===== src/rtl/cdb_pkg.sv =====
// Shared definitions for the common data bus: tag width, the "no station"
// tag value and the arbiter state encoding.
package cdb_pkg;

   localparam int TAG_W = 6;
   localparam logic [TAG_W-1:0] NO_RS = 6'b000000;

   typedef enum logic [1:0] {
      ST_IDLE    = 2'd0,
      ST_GRANT   = 2'd1,
      ST_RELEASE = 2'd2
   } cdb_state_e;

   // Width of an index into a group of n requesters (never less than 1 bit).
   function automatic int idx_width(input int n);
      return (n > 1) ? $clog2(n) : 1;
   endfunction

endpackage


===== src/rtl/cdb_arbiter_if.sv =====
// CDB arbitration bundle: requests and bus activity from the units, grants
// and bookkeeping outputs from the arbiter.
interface cdb_arbiter_if #(
   parameter int N_UNITS = 4,
   parameter int COUNT_W = 16
);
   import cdb_pkg::*;

   localparam int IDX_W = idx_width(N_UNITS);

   logic [N_UNITS-1:0] CDB_rts;
   logic               CDB_write;
   logic [TAG_W-1:0]   CDB_source;
   logic [N_UNITS-1:0] CDB_xmit;
   logic               bus_busy;
   logic [IDX_W-1:0]   grant_index;
   logic [TAG_W-1:0]   last_source;
   logic [COUNT_W-1:0] broadcasts;
   logic               error;

   // Arbiter side.
   modport master (
      input  CDB_rts, CDB_write, CDB_source,
      output CDB_xmit, bus_busy, grant_index, last_source, broadcasts, error
   );

   // Functional-unit side.
   modport slave (
      output CDB_rts, CDB_write, CDB_source,
      input  CDB_xmit, bus_busy, grant_index, last_source, broadcasts, error
   );

endinterface


===== src/rtl/cdb_arbiter_rr_pick.sv =====
// Combinational round-robin selector: the first set request found scanning
// upward from ptr (wrapping) wins. ptr must be below N_UNITS.
module rr_pick
   import cdb_pkg::*;
#(
   parameter int N_UNITS = 4,
   parameter int IDX_W   = idx_width(N_UNITS)
) (
   input  logic [N_UNITS-1:0] req,
   input  logic [IDX_W-1:0]   ptr,
   output logic               valid,
   output logic [IDX_W-1:0]   index
);

   // Requests rotated so that bit k corresponds to unit (ptr + k) mod N_UNITS.
   logic [N_UNITS-1:0] rot;

   assign rot = N_UNITS'({req, req} >> ptr);

   // Scan from the far end downward so the lowest rotated position wins.
   always_comb begin
      valid = 1'b0;
      index = '0;
      for (int k = N_UNITS - 1; k >= 0; k--) begin
         if (rot[k]) begin
            valid = 1'b1;
            if (int'(ptr) + k >= N_UNITS)
               index = IDX_W'(int'(ptr) + k - N_UNITS);
            else
               index = IDX_W'(int'(ptr) + k);
         end
      end
   end

endmodule


===== src/rtl/cdb_arbiter.sv =====
// Common data bus arbiter. Grants one functional unit at a time for a fixed
// broadcast window, leaves one turnaround cycle, and passively watches the
// bus to count broadcasts and flag grants that never wrote or wrote tag 0.
module cdb_arbiter
   import cdb_pkg::*;
#(
   parameter int N_UNITS     = 4,
   parameter int HOLD_CYCLES = 2,
   parameter int COUNT_W     = 16
) (
   input  logic          clock,
   input  logic          reset,
   cdb_arbiter_if.master bus
);

   localparam int IDX_W  = idx_width(N_UNITS);
   localparam int HOLD_W = (HOLD_CYCLES > 1) ? $clog2(HOLD_CYCLES) : 1;
   localparam logic [HOLD_W-1:0] HOLD_LOAD = HOLD_W'(HOLD_CYCLES - 1);
   localparam logic [IDX_W-1:0]  LAST_IDX  = IDX_W'(N_UNITS - 1);

   cdb_state_e         state_q, state_d;
   logic [N_UNITS-1:0] xmit_q, xmit_d;
   logic [IDX_W-1:0]   gidx_q, gidx_d;
   logic [IDX_W-1:0]   ptr_q, ptr_d;
   logic [HOLD_W-1:0]  hold_q, hold_d;
   logic               wrote_q, wrote_d;
   logic [TAG_W-1:0]   last_src_q, last_src_d;
   logic [COUNT_W-1:0] bcast_q, bcast_d;
   logic               err_q, err_d;

   logic               pick_vld;
   logic [IDX_W-1:0]   pick_idx;
   logic               take;

   rr_pick #(
      .N_UNITS (N_UNITS),
      .IDX_W   (IDX_W)
   ) u_pick (
      .req   (bus.CDB_rts),
      .ptr   (ptr_q),
      .valid (pick_vld),
      .index (pick_idx)
   );

   // Next-state and next-output logic. The turnaround cycle (RELEASE) also
   // arbitrates, so back-to-back grants are exactly HOLD_CYCLES+1 apart with
   // a single idle bus cycle between them.
   always_comb begin
      state_d    = state_q;
      xmit_d     = xmit_q;
      gidx_d     = gidx_q;
      ptr_d      = ptr_q;
      hold_d     = hold_q;
      wrote_d    = wrote_q;
      last_src_d = last_src_q;
      bcast_d    = bcast_q;
      err_d      = 1'b0;
      take       = 1'b0;

      case (state_q)
         ST_IDLE: begin
            take = pick_vld;
         end

         ST_GRANT: begin
            // Only the first write of a grant is recorded.
            if (bus.CDB_write && !wrote_q) begin
               wrote_d    = 1'b1;
               last_src_d = bus.CDB_source;
               if (bus.CDB_source == NO_RS)
                  err_d = 1'b1;
            end
            if (hold_q != '0) begin
               hold_d = hold_q - HOLD_W'(1);
            end else begin
               xmit_d  = '0;
               ptr_d   = (gidx_q == LAST_IDX) ? '0 : gidx_q + IDX_W'(1);
               state_d = ST_RELEASE;
            end
         end

         ST_RELEASE: begin
            if (wrote_q)
               bcast_d = bcast_q + COUNT_W'(1);
            else
               err_d = 1'b1;
            state_d = ST_IDLE;
            take    = pick_vld;
         end

         default: begin
            state_d = ST_IDLE;
         end
      endcase

      if (take) begin
         xmit_d  = {{(N_UNITS-1){1'b0}}, 1'b1} << pick_idx;
         gidx_d  = pick_idx;
         hold_d  = HOLD_LOAD;
         wrote_d = 1'b0;
         state_d = ST_GRANT;
      end
   end

   // State and output registers; reset returns everything to idle at once,
   // dropping any grant in progress without counting or flagging it.
   always_ff @(posedge clock) begin
      if (reset) begin
         state_q    <= ST_IDLE;
         xmit_q     <= '0;
         gidx_q     <= '0;
         ptr_q      <= '0;
         hold_q     <= '0;
         wrote_q    <= 1'b0;
         last_src_q <= NO_RS;
         bcast_q    <= '0;
         err_q      <= 1'b0;
      end else begin
         state_q    <= state_d;
         xmit_q     <= xmit_d;
         gidx_q     <= gidx_d;
         ptr_q      <= ptr_d;
         hold_q     <= hold_d;
         wrote_q    <= wrote_d;
         last_src_q <= last_src_d;
         bcast_q    <= bcast_d;
         err_q      <= err_d;
      end
   end

   assign bus.CDB_xmit    = xmit_q;
   assign bus.bus_busy    = |xmit_q;
   assign bus.grant_index = gidx_q;
   assign bus.last_source = last_src_q;
   assign bus.broadcasts  = bcast_q;
   assign bus.error       = err_q;

endmodule

===== src/flat_wrapper.sv =====
// flat-port wrapper written by rule: the top's interface ports become plain ports
module cdb_arbiter_flat import cdb_pkg::*;
#(
   parameter int N_UNITS     = 4,
   parameter int HOLD_CYCLES = 2,
   parameter int COUNT_W     = 16
)
  (clock, reset, bus_CDB_rts, bus_CDB_write, bus_CDB_source, bus_CDB_xmit, bus_bus_busy, bus_grant_index, bus_last_source, bus_broadcasts, bus_error);
  cdb_arbiter_if #(.N_UNITS(N_UNITS), .COUNT_W(COUNT_W)) bus_i ();
  input  logic clock;
  input  logic reset;
  input wire logic [$bits(bus_i.CDB_rts)-1:0] bus_CDB_rts;
  input wire logic [$bits(bus_i.CDB_write)-1:0] bus_CDB_write;
  input wire logic [$bits(bus_i.CDB_source)-1:0] bus_CDB_source;
  output wire logic [$bits(bus_i.CDB_xmit)-1:0] bus_CDB_xmit;
  output wire logic [$bits(bus_i.bus_busy)-1:0] bus_bus_busy;
  output wire logic [$bits(bus_i.grant_index)-1:0] bus_grant_index;
  output wire logic [$bits(bus_i.last_source)-1:0] bus_last_source;
  output wire logic [$bits(bus_i.broadcasts)-1:0] bus_broadcasts;
  output wire logic [$bits(bus_i.error)-1:0] bus_error;
  assign bus_i.CDB_rts = bus_CDB_rts;
  assign bus_i.CDB_write = bus_CDB_write;
  assign bus_i.CDB_source = bus_CDB_source;
  assign bus_CDB_xmit = bus_i.CDB_xmit;
  assign bus_bus_busy = bus_i.bus_busy;
  assign bus_grant_index = bus_i.grant_index;
  assign bus_last_source = bus_i.last_source;
  assign bus_broadcasts = bus_i.broadcasts;
  assign bus_error = bus_i.error;
  cdb_arbiter #(.N_UNITS(N_UNITS), .HOLD_CYCLES(HOLD_CYCLES), .COUNT_W(COUNT_W)) u_core (.clock(clock), .reset(reset), .bus(bus_i));
endmodule

===== config.mk =====
export PLATFORM = sky130hd
export DESIGN_NAME = cdb_arbiter_flat
export DESIGN_NICKNAME = d
export VERILOG_FILES = /design/src/rtl/cdb_pkg.sv /design/src/rtl/cdb_arbiter_if.sv /design/src/rtl/cdb_arbiter_rr_pick.sv /design/src/rtl/cdb_arbiter.sv /design/src/flat_wrapper.sv
export SDC_FILE = /design/constraint.sdc
export NUM_CORES = 1
export LEC_CHECK = 0
export BUFFER_PORTS_ARGS = -buffer_cell sky130_fd_sc_hd__buf_4
export CORE_UTILIZATION = 50
export DETAILED_ROUTE_END_ITERATION = 8
export PLACE_DENSITY = 0.85
export SETUP_SLACK_MARGIN = 0.4
export SLEW_MARGIN = 15
export SYNTH_ARGS = -nofsm -noshare
export SYNTH_HDL_FRONTEND = slang
export SYNTH_SLANG_ARGS = --single-unit

===== constraint.sdc =====
create_clock -name clock -period 2.6 [get_ports clock]
set_clock_uncertainty 0.05 [all_clocks]
set_input_delay 0.13 -clock clock [delete_from_list [all_inputs] [get_ports clock]]
set_output_delay 0.13 -clock clock [all_outputs]
set_load 0.05 [all_outputs]

==> impl_results.md, run 1 <==
* Crit path cell chain: inv_1 > ha_1 > nor2_1 > a21oi_1 > nor2b_1 > nand2b_1 > o21ai_0
* Die Y-Extent at 57.1 um
* First-pass GRT wire length at 5800 um
* Setup bufs post-CTS at 0
* Share of the synthesized area in the top cell type at 46.1%
* Most frequent cells after synthesis: dfxtp_1 (35), nor2_1 (32), nand2_1 (13)
* Post-Syn Area at 1520 um2
* Sequential fraction of the synthesis area at 46.1%
* Post-synth ARST share at 0%
* Max Freq at 504 MHz
* Violated checks: DRC
* Worst Max-Slew Pin Slew at 0.739 ns
* Initial Util at 54.1%
* Die footprint at 3260 um2
* CP max-delay cell: a21oi_1
* CTS tree: built
* Switching share of total power at 31.0%
* Post-CTS sizing at 0
* Ys flop type: dfxtp_1
* DR vias at 1,352
* P_leak at 0.899 nW
* Hold slack at 0.0207 ns
* Residual DRC at 6
* Post-DP Area at 1850 um2
* All-Layer GR Usage at 23.1%
* Status: finished, violations left
* Yosys warns at 0
* Reg2Reg Setup Slack at 0.62 ns
* N_diodes at 0
* Syn nets at 190
* EDFF count, synth at 0
* Port bufs at 42
* Ratio of cells with drive above 1 in the final layout at 24.5%
* Total congestion overflow at 0
* R2r endpoint: u_core.bus.CDB_xmit[1]
* Hold Fails Final Rpt at 0
* Final nets at 237
* R2r worst-path depth at 7
* Final setup margin at 0.617 ns
* Clock share of power at 30.8%
* Fin util at 70.4%
* R2R Path Start: u_core.state_q[0]
* Logic pwr share at 24.0%
* TNS Setup at 0 ns
* Syn Inst Count at 172
* Total power at 1.32 mW
* Routability cong. at 0.725
* I/O pins at 43
* Vias in the first global route at 1,337
* H-tree levels at 2
* Post-route ant nets at 0
* Max cap viols at 0
* Area Growth Syn to Fin at 30.1%
* Critical Path Fanout Max at 8
* Detail Placement HPWL at 2520 um
* Avg WL per Cell at 14.0 um
* Cell Rows at 19
* Power Dens Cells at 668 nW/um2
* Dpl cells at 239
* Crit path to: u_core.bus.CDB_xmit[1]
* Clk Latency, worst-skew pair at 0.33 ns
* Clock Root Buffer: clkbuf_4
* Initial antenna violation count at 0
* Longest Clk Path Bufs at 2
* Slew Limit Headroom at 50.7%
* Crit path time final at 1.98 ns
* RSZ-0062 raised after global routing: no
* Yosys cell types at 30
* Crit-path max cell delay at 0.58 ns
* Place WS at 0.714 ns
* CP Launch Point: u_core.state_q[0]
* Min-delay worst type: in -> reg
* Count leader, synth: dfxtp_1
* Final cell count without fillers at 251
* Die span in x at 57.1 um
* Design area at 1980 um2
* CP Launch Type: register
* Syn Area/Cell at 8.83 um2
* CTS Hold Buffers Added at 4
* Worst VDD drop at 424 uV
* Kind of critical path: reg -> reg
* Largest net degree at the start of global routing at 34
* DRT Wirelength at 3500 um
* Critical Path RT at 2.80 ns
* Core Footprint at 2810 um2
* Sequential share of power at 45.2%
* Slew Viols, Final at 0
* Setup crit end kind: register
* CP arrival at 2.18 ns
* Final setup viols at 0
* Sw power at 0.409 mW
* CTS Sinks at 35
* Pint at 0.910 mW
* Yosys top cell by area: dfxtp_1
* Synth top area cells: dfxtp_1 (46%), nor2_1 (7.9%), xor2_1 (6.9%), mux2i_1 (6.6%), ha_1 (4.1%)
* Clk pin slew, worst setup/hold paths at 0.10 ns
* Inserted Clock Buffers at 5
* Post-DR vias/cell at 5.39
* Starting DRT DRC Count at 48
* Tcrit/Tclk final at 76.3%
* Register bit total from synthesis at 35
* DR pass1 iterations at 6
[worst max-delay path: cells and delay by family (launching register included)]
family | cells | cell delay, ns
flops | 1 | 0.34
simple gates | 3 | 0.40
compound gates | 2 | 0.76
buf+inv | 1 | 0.09
fa+ha+maj | 1 | 0.27
[registers in the layout, summed over array words and instances, names as in the netlist]
name                    cells
u_core.state_q              2
u_core.bus.CDB_xmit         4
u_core.bus.last_source      6
u_core.bus.broadcasts      16
u_core.wrote_q              1
u_core.bus.error            1
u_core.ptr_q                2
u_core.bus.grant_index      2
u_core.hold_q               1
[final cells by class]
type / count / area (um2)
fill: 213 / 830
clock inverter: 2 / 35.0
multi-input combinational: 125 / 772
inverter: 6 / 22.5
tap: 31 / 38.8
clock buffer: 6 / 51.3
sequential: 35 / 701
timing repair buffer: 46 / 355
[metal layers]
metal,wire [um],track usage [%],vias up
li1,-,-,676
met1,1410,24.9,630
met2,1870,42.7,37
met3,160,5.44,9
met4,66,10.5,0
met5,0,0,-
[worst min-delay path by stage]
stage | slack, ns | cells past startpoint | startpoint | endpoint
global route | 0.03 | 3 | bus_CDB_source[4] | u_core.bus.last_source[4]
CTS | 0.01 | 3 | bus_CDB_source[4] | u_core.bus.last_source[4]
global placement | 0.32 | 3 | bus_CDB_source[4] | u_core.bus.last_source[4]
detailed placement | 0.33 | 3 | bus_CDB_source[5] | u_core.bus.last_source[5]
finish | 0.02 | 3 | bus_CDB_source[4] | u_core.bus.last_source[4]
floorplan | 0.22 | 2 | bus_CDB_source[0] | u_core.bus.last_source[0]
[cell families after synthesis]
logic type	synth area share, %
and+or+nand+nor	25.0
DFF	46.1
xor gates and xnor gates	7.50
AOI/OAI and AO/OA	7.66
muxes	6.59
buffers and inverters	3.05
adders and majority gates	4.12
[power groups by stage]
stage / sequential, mW / combinational, mW / clock (mW)
after detailed placement: 0.608 / 0.308 / 0
after global routing: 0.601 / 0.341 / 0.440
after floorplan: 0.670 / 0.156 / 0
after global placement: 0.605 / 0.296 / 0
after CTS: 0.596 / 0.314 / 0.414
final: 0.597 / 0.316 / 0.406
[placed cells by master (no fill, tap or decap)]
master	instances
o32a_1	1
nand3_4	1
inv_1	6
clkbuf_8	1
nor3b_1	1
and3_1	2
and2_0	1
dlygate4sd3_1	4
nand3_1	5
mux2i_1	10
clkinv_2	1
nor3_1	3
a21o_1	1
or4_1	2
xor2_1	12
a211oi_1	1
clkbuf_4	5
nor4_1	1
dfxtp_1	35
and4_4	2
and3_2	1
bufinv_16	1
xnor2_1	1
a21oi_1	11
nand4_1	4
buf_4	42
nand2_1	13
o22ai_1	1
ha_1	5
or3_1	2
nor2b_1	3
nand2b_1	3
nor2_1	32
o21ai_0	6
(Power assumes the default switching activity.)
==> inputs of run 2 (changes only) <==
- clock period: 2.6 -> 2.05 ns (I/O delays scaled with it)
==> run 2 against run 1 <==
Effect of this change:
- the run still ends with DRC left
- final cell count grew 3.2%
- non-clock buffer count grew 9
- worst hold slack gained 0.0023 ns
- global-route usage shrank 0.68 points
- critical path depth is the same
- sequential power grew 26%
==> impl_results.md, run 2 (same netlist as run 1, synthesis figures left out) <==
* Status: finished, violations left
* Violated checks: DRC
* R2r worst-path depth at 7
* Final setup viols at 0
* Reg2Reg Setup Slack at 0.41 ns
* R2r endpoint: u_core.bus.broadcasts[15]
* H-tree levels at 2
* Clk Latency, worst-skew pair at 0.33 ns
* Die footprint at 3260 um2
* Critical Path Fanout Max at 5
* I/O pins at 43
* Tcrit/Tclk final at 80.2%
* Routability cong. at 0.808
* First-pass GRT wire length at 5590 um
* Initial antenna violation count at 0
* Dpl cells at 241
* Detail Placement HPWL at 2470 um
* CTS tree: built
* Most frequent cells in the layout: buf_4 (49), nor2_1 (32), dfxtp_1 (25)
* CTS Sinks at 35
* Port bufs at 42
* Vias in the first global route at 1,298
* Slew Limit Headroom at 69.5%
* Power Dens Cells at 738 nW/um2
* Max FFs per register at 16
* Area Growth Syn to Fin at 36.6%
* Min-delay worst type: in -> reg
* Worst Max-Slew Pin Slew at 0.454 ns
* Largest net degree at the start of global routing at 34
* P_leak at 0.924 nW
* Die span in x at 57.1 um
* RSZ-0062 raised after global routing: yes
* Post-DR vias/cell at 5.37
* Initial Util at 54.1%
* All-Layer GR Usage at 22.4%
* Critical Path RT at 2.27 ns
* Kind of critical path: reg -> reg
* R2R Path Start: u_core.state_q[0]
* Longest Clk Path Bufs at 2
* Crit path time final at 1.64 ns
* Worst hold stages at 3
* Most common cell after layout, fill and taps aside: buf_4
* Inserted Clock Buffers at 5
* Residual DRC at 4
* Hold Fails Final Rpt at 0
* CP Launch Type: register
* Avg WL per Cell at 13.9 um
* Max Freq at 608 MHz
* Core Footprint at 2810 um2
* DR pass1 iterations at 6
* Place WS at 0.344 ns
* Total congestion overflow at 0
* Max cap viols at 0
* Final nets at 246
* Final cell count without fillers at 259
* CP arrival at 1.86 ns
* TNS Setup at 0 ns
* Slew Viols, Final at 0
* Post-route ant nets at 0
* Final setup margin at 0.406 ns
* Die Y-Extent at 57.1 um
* DR vias at 1,392
* Clk pin slew, worst setup/hold paths at 0.10 ns
* Ratio of cells with drive above 1 in the final layout at 33.3%
* DRT Wirelength at 3600 um
* N_diodes at 0
* Cell Rows at 19
* Hold path start: bus_CDB_write
* Setup crit end kind: register
* Clock Root Buffer: clkbuf_4
* Worst VDD drop at 591 uV
* Starting DRT DRC Count at 48
* WHS Endpoint: u_core.wrote_q
[run 2: cell types whose count changed in the layout (fill, tap and decap cells not counted), sizes merged]
cell	change
buf	+7
clkinv	-1
bufinv	-1
clkbuf	+1
dlygate4sd3	+2
[run 2: timing repair]
action / CTS / global route
setup endpoints to repair: 3 / 16
hold buffers: 6 / 0
pin swaps: 0 / 3
resized for setup: 2 / 7
cloned: 0 / 0
setup buffers: 1 / 4
endpoints found under the hold margin: 6 / 0
[run 2: worst max-delay path, cell delays in order, from the launching register on]
cell and delay (ns):
dfxtp_2 0.33, inv_2 0.09, ha_4 0.15, and3_4 0.19
and3_4 0.20, nand3_4 0.08, or3_4 0.38, a21oi_2 0.11
[run 2: worst max-delay path by stage]
| stage | start | end | slack, ns |
|---|---|---|---|
| 2_1_floorplan | u_core.bus.broadcasts[9] | u_core.bus.broadcasts[13] | 0.41 |
| 3_3_place_gp | u_core.state_q[0] | u_core.bus.broadcasts[15] | 0.44 |
| 3_5_place_dp | u_core.state_q[0] | u_core.bus.broadcasts[13] | 0.34 |
| 4_1_cts | u_core.state_q[0] | u_core.bus.broadcasts[13] | 0.39 |
| 5_1_grt | u_core.state_q[0] | u_core.bus.broadcasts[15] | 0.34 |
| 6_report | u_core.state_q[0] | u_core.bus.broadcasts[15] | 0.41 |
[run 2: routing by layer]
layer / vias to the layer above / part of all wire, % / track usage [%]
li1: 695 / - / -
met1: 645 / 40 / 23.6
met2: 37 / 51 / 39.5
met3: 15 / 4.4 / 9.07
met4: 0 / 4.8 / 9.76
met5: - / 0 / 0
[run 2: layout make-up]
type                            count  area [um2]
Multi-Input combinational cell    125         817
Sequential cell                    35         723
Timing Repair Buffer               55         428
Inverter                            6        22.5
Clock buffer                        7        45.0
Tap cell                           31        38.8
Fill cell                         202         731
[run 2: metrics by stage]
step | instance area, um2 | power, mW | hold slack, ns | utilization (%)
after floorplan | 1560 | 1.05 | 0.196 | -
final | 2070 | 1.53 | 0.0230 | 74.0
after detailed placement | 1900 | 1.17 | 0.302 | 67.7
after CTS | 2020 | 1.51 | 0.0167 | 71.9
after global routing | 2070 | 1.60 | 0.0166 | 74.0
after global placement | 1900 | 1.15 | 0.290 | 67.7
[run 2: report_power, final]
part	switching, mW	internal (mW)	total (mW)
logic	0.270	0.173	0.443
registers	0.0346	0.717	0.752
clock network	0.206	0.129	0.335
total	0.510	1.02	1.53
==> inputs of run 3 (changes only) <==
- CORE_UTILIZATION: 50 -> 46
- PLACE_DENSITY: 0.85 -> 0.83
- clock period: 2.05 -> 1.5 ns (I/O delays scaled with it)
==> run 3 against run 2 <==
Effect of this change:
- the run ends with setup timing left
- die area increased by 8.4%
- global-route usage increased by 3.4 points
- clock-buffer cell count unchanged
- register-to-register slack got worse by 0.42 ns
- via count increased by 12%
- worst hold slack got worse by 0.011 ns
- final area increased by 25%
==> impl_results.md, run 3 (same netlist as run 1, synthesis figures left out) <==
* Clk pin slew, worst setup/hold paths at 0.09 ns
* Sequential cell area at 753 um2
* Ratio of cells with drive above 1 in the final layout at 53.2%
* CP Launch Type: register
* Detail Placement HPWL at 2340 um
* Post-route ant nets at 0
* Cell Rows at 20
* Largest net degree at the start of global routing at 31
* Initial antenna violation count at 0
* Max FFs per register at 16
* Hold Fails Final Rpt at 0
* RSZ-0062 raised after global routing: yes
* Avg WL per Cell at 15.4 um
* Clk Latency, worst-skew pair at 0.35 ns
* CP most frequent cell: and3_4
* Final nets at 270
* Clock Root Buffer: clkbuf_4
* Fin util at 83.3%
* CP arrival at 1.69 ns
* Most common cell after layout, fill and taps aside: buf_4
* Setup crit end kind: register
* CTS tree: built
* Clock share of power at 19.2%
* Port bufs at 42
* Max Freq at 663 MHz
* Inserted Clock Buffers at 5
* Sequential share of power at 42.6%
* P_leak at 1.10 nW
* Min-delay worst type: in -> reg
* Area Growth Syn to Fin at 70.3%
* I/O pins at 43
* CTS Sinks at 35
* Crit-path max cell delay at 0.33 ns
* DRT Wirelength at 4570 um
* Core Footprint at 3100 um2
* Final setup viols at 3
* Worst VDD drop at 661 uV
* Critical Path RT at 1.68 ns
* Slew Limit Headroom at 74.7%
* Die span in x at 59.5 um
* Die Y-Extent at 59.5 um
* Initial Util at 49.0%
* Starting DRT DRC Count at 39
* Sw power at 0.841 mW
* Crit path time final at 1.51 ns
* Slew Viols, Final at 0
* CP bufs+invs at 2
* Longest Clk Path Bufs at 2
* Crit path cell chain: inv_2 > ha_4 > and3_4 > and3_4 > buf_4 > nand4_1 > xor2_1 > nor2_1
* Kind of critical path: reg -> reg
* Switching share of total power at 34.7%
* Die footprint at 3540 um2
* All-Layer GR Usage at 25.8%
* CP max-delay cell: dfxtp_2
* Residual DRC at 0
* Total congestion overflow at 0
* DR pass1 iterations at 4
* CP top delay family: simple AND/OR/NAND/NOR gates
* Max cap viols at 0
* Vias in the first global route at 1,445
* Tcrit/Tclk final at 101%
* Final setup margin at -0.00898 ns
* Power Dens Cells at 938 nW/um2
* Multi-input gate area at 961 um2
* Critical Path Fanout Max at 4
* Post-DR vias/cell at 5.25
* Hold slack at 0.0115 ns
* Violated checks: setup timing
* Routability cong. at 0.771
* H-tree levels at 2
* N_diodes at 0
* Most frequent cells in the layout: buf_4 (46), nor2_1 (30), buf_6 (17)
* First-pass GRT wire length at 6590 um
* Status: finished, violations left
* Pint at 1.59 mW
* DR vias at 1,554
* Fillers at 197
* Worst Max-Slew Pin Slew at 0.379 ns
* Logic pwr share at 38.1%
==> run 3: layer usage <==
metal | up-vias | global-route usage, % | wire (um) | part of all wire [%]
li1 | 745 | - | - | -
met1 | 735 | 30.7 | 1880 | 41
met2 | 57 | 41.1 | 2330 | 51
met3 | 17 | 8.52 | 207 | 4.5
met4 | 0 | 13.6 | 150 | 3.3
met5 | - | 0 | 0 | 0
==> run 3: area by class of cell <==
| type | count | area share [%] |
|---|---|---|
| inverters | 6 | 1.16 |
| flip-flops and latches | 35 | 29.1 |
| well taps | 44 | 2.13 |
| clock buffers | 7 | 1.74 |
| repair buffers | 79 | 28.7 |
| multi-input cells | 125 | 37.2 |
==> run 3: repair_timing <==
item	4_1_cts	5_1_grt
hold buffers	7	0
hold endpoints to repair	7	0
endpoints found under the setup margin	39	46
resized for setup	49	30
buffers inserted	10	4
pin swaps	12	5
==> run 3: power by group through the flow <==
stage | Combinational (mW) | Clock, mW | Sequential (mW)
after detailed placement | 0.627 | 0 | 1.04
after CTS | 0.792 | 0.475 | 1.02
final | 0.925 | 0.467 | 1.03
after global routing | 0.971 | 0.518 | 1.04
after floorplan | 0.298 | 0 | 1.16
after global placement | 0.618 | 0 | 1.04
==> run 3: stage by stage <==
| stage | total power, mW | worst slack [ns] | setup TNS, ns | cell area, um2 | cells |
|---|---|---|---|---|---|
| final | 2.43 | -0.00898 | -0.0238 | 2590 | 296 |
| after global routing | 2.53 | -0.127 | -0.865 | 2590 | 296 |
| after CTS | 2.29 | -0.00975 | -0.0188 | 2440 | 292 |
| after detailed placement | 1.67 | -0.0716 | -0.173 | 2070 | 268 |
| after global placement | 1.66 | -0.0211 | -0.0422 | 2070 | 268 |
| after floorplan | 1.46 | -0.0901 | -0.180 | 1610 | 172 |
==> run 3: worst paths after layout <==
check | slack [ns] | to | depth (start not counted) | from
max | -0.009 | u_core.bus.broadcasts[9] | 8 | u_core.state_q[0]
min | 0.01 | u_core.wrote_q | 3 | bus_CDB_write
max reg2reg | -0.009 | u_core.bus.broadcasts[9] | 8 | u_core.state_q[0]
min reg2reg | 0.45 | u_core.bus.broadcasts[1] | 2 | u_core.bus.broadcasts[1]
==> run 3: worst register-to-register path, delay by kind of cell, from the launching register on <==
family / cells / cell delay [ns]
AND/OR/NAND/NOR: 4 / 0.53
flip-flops: 1 / 0.33
buffers and inverters: 2 / 0.21
XOR/XNOR: 1 / 0.17
adder cells (fa/ha/maj): 1 / 0.13
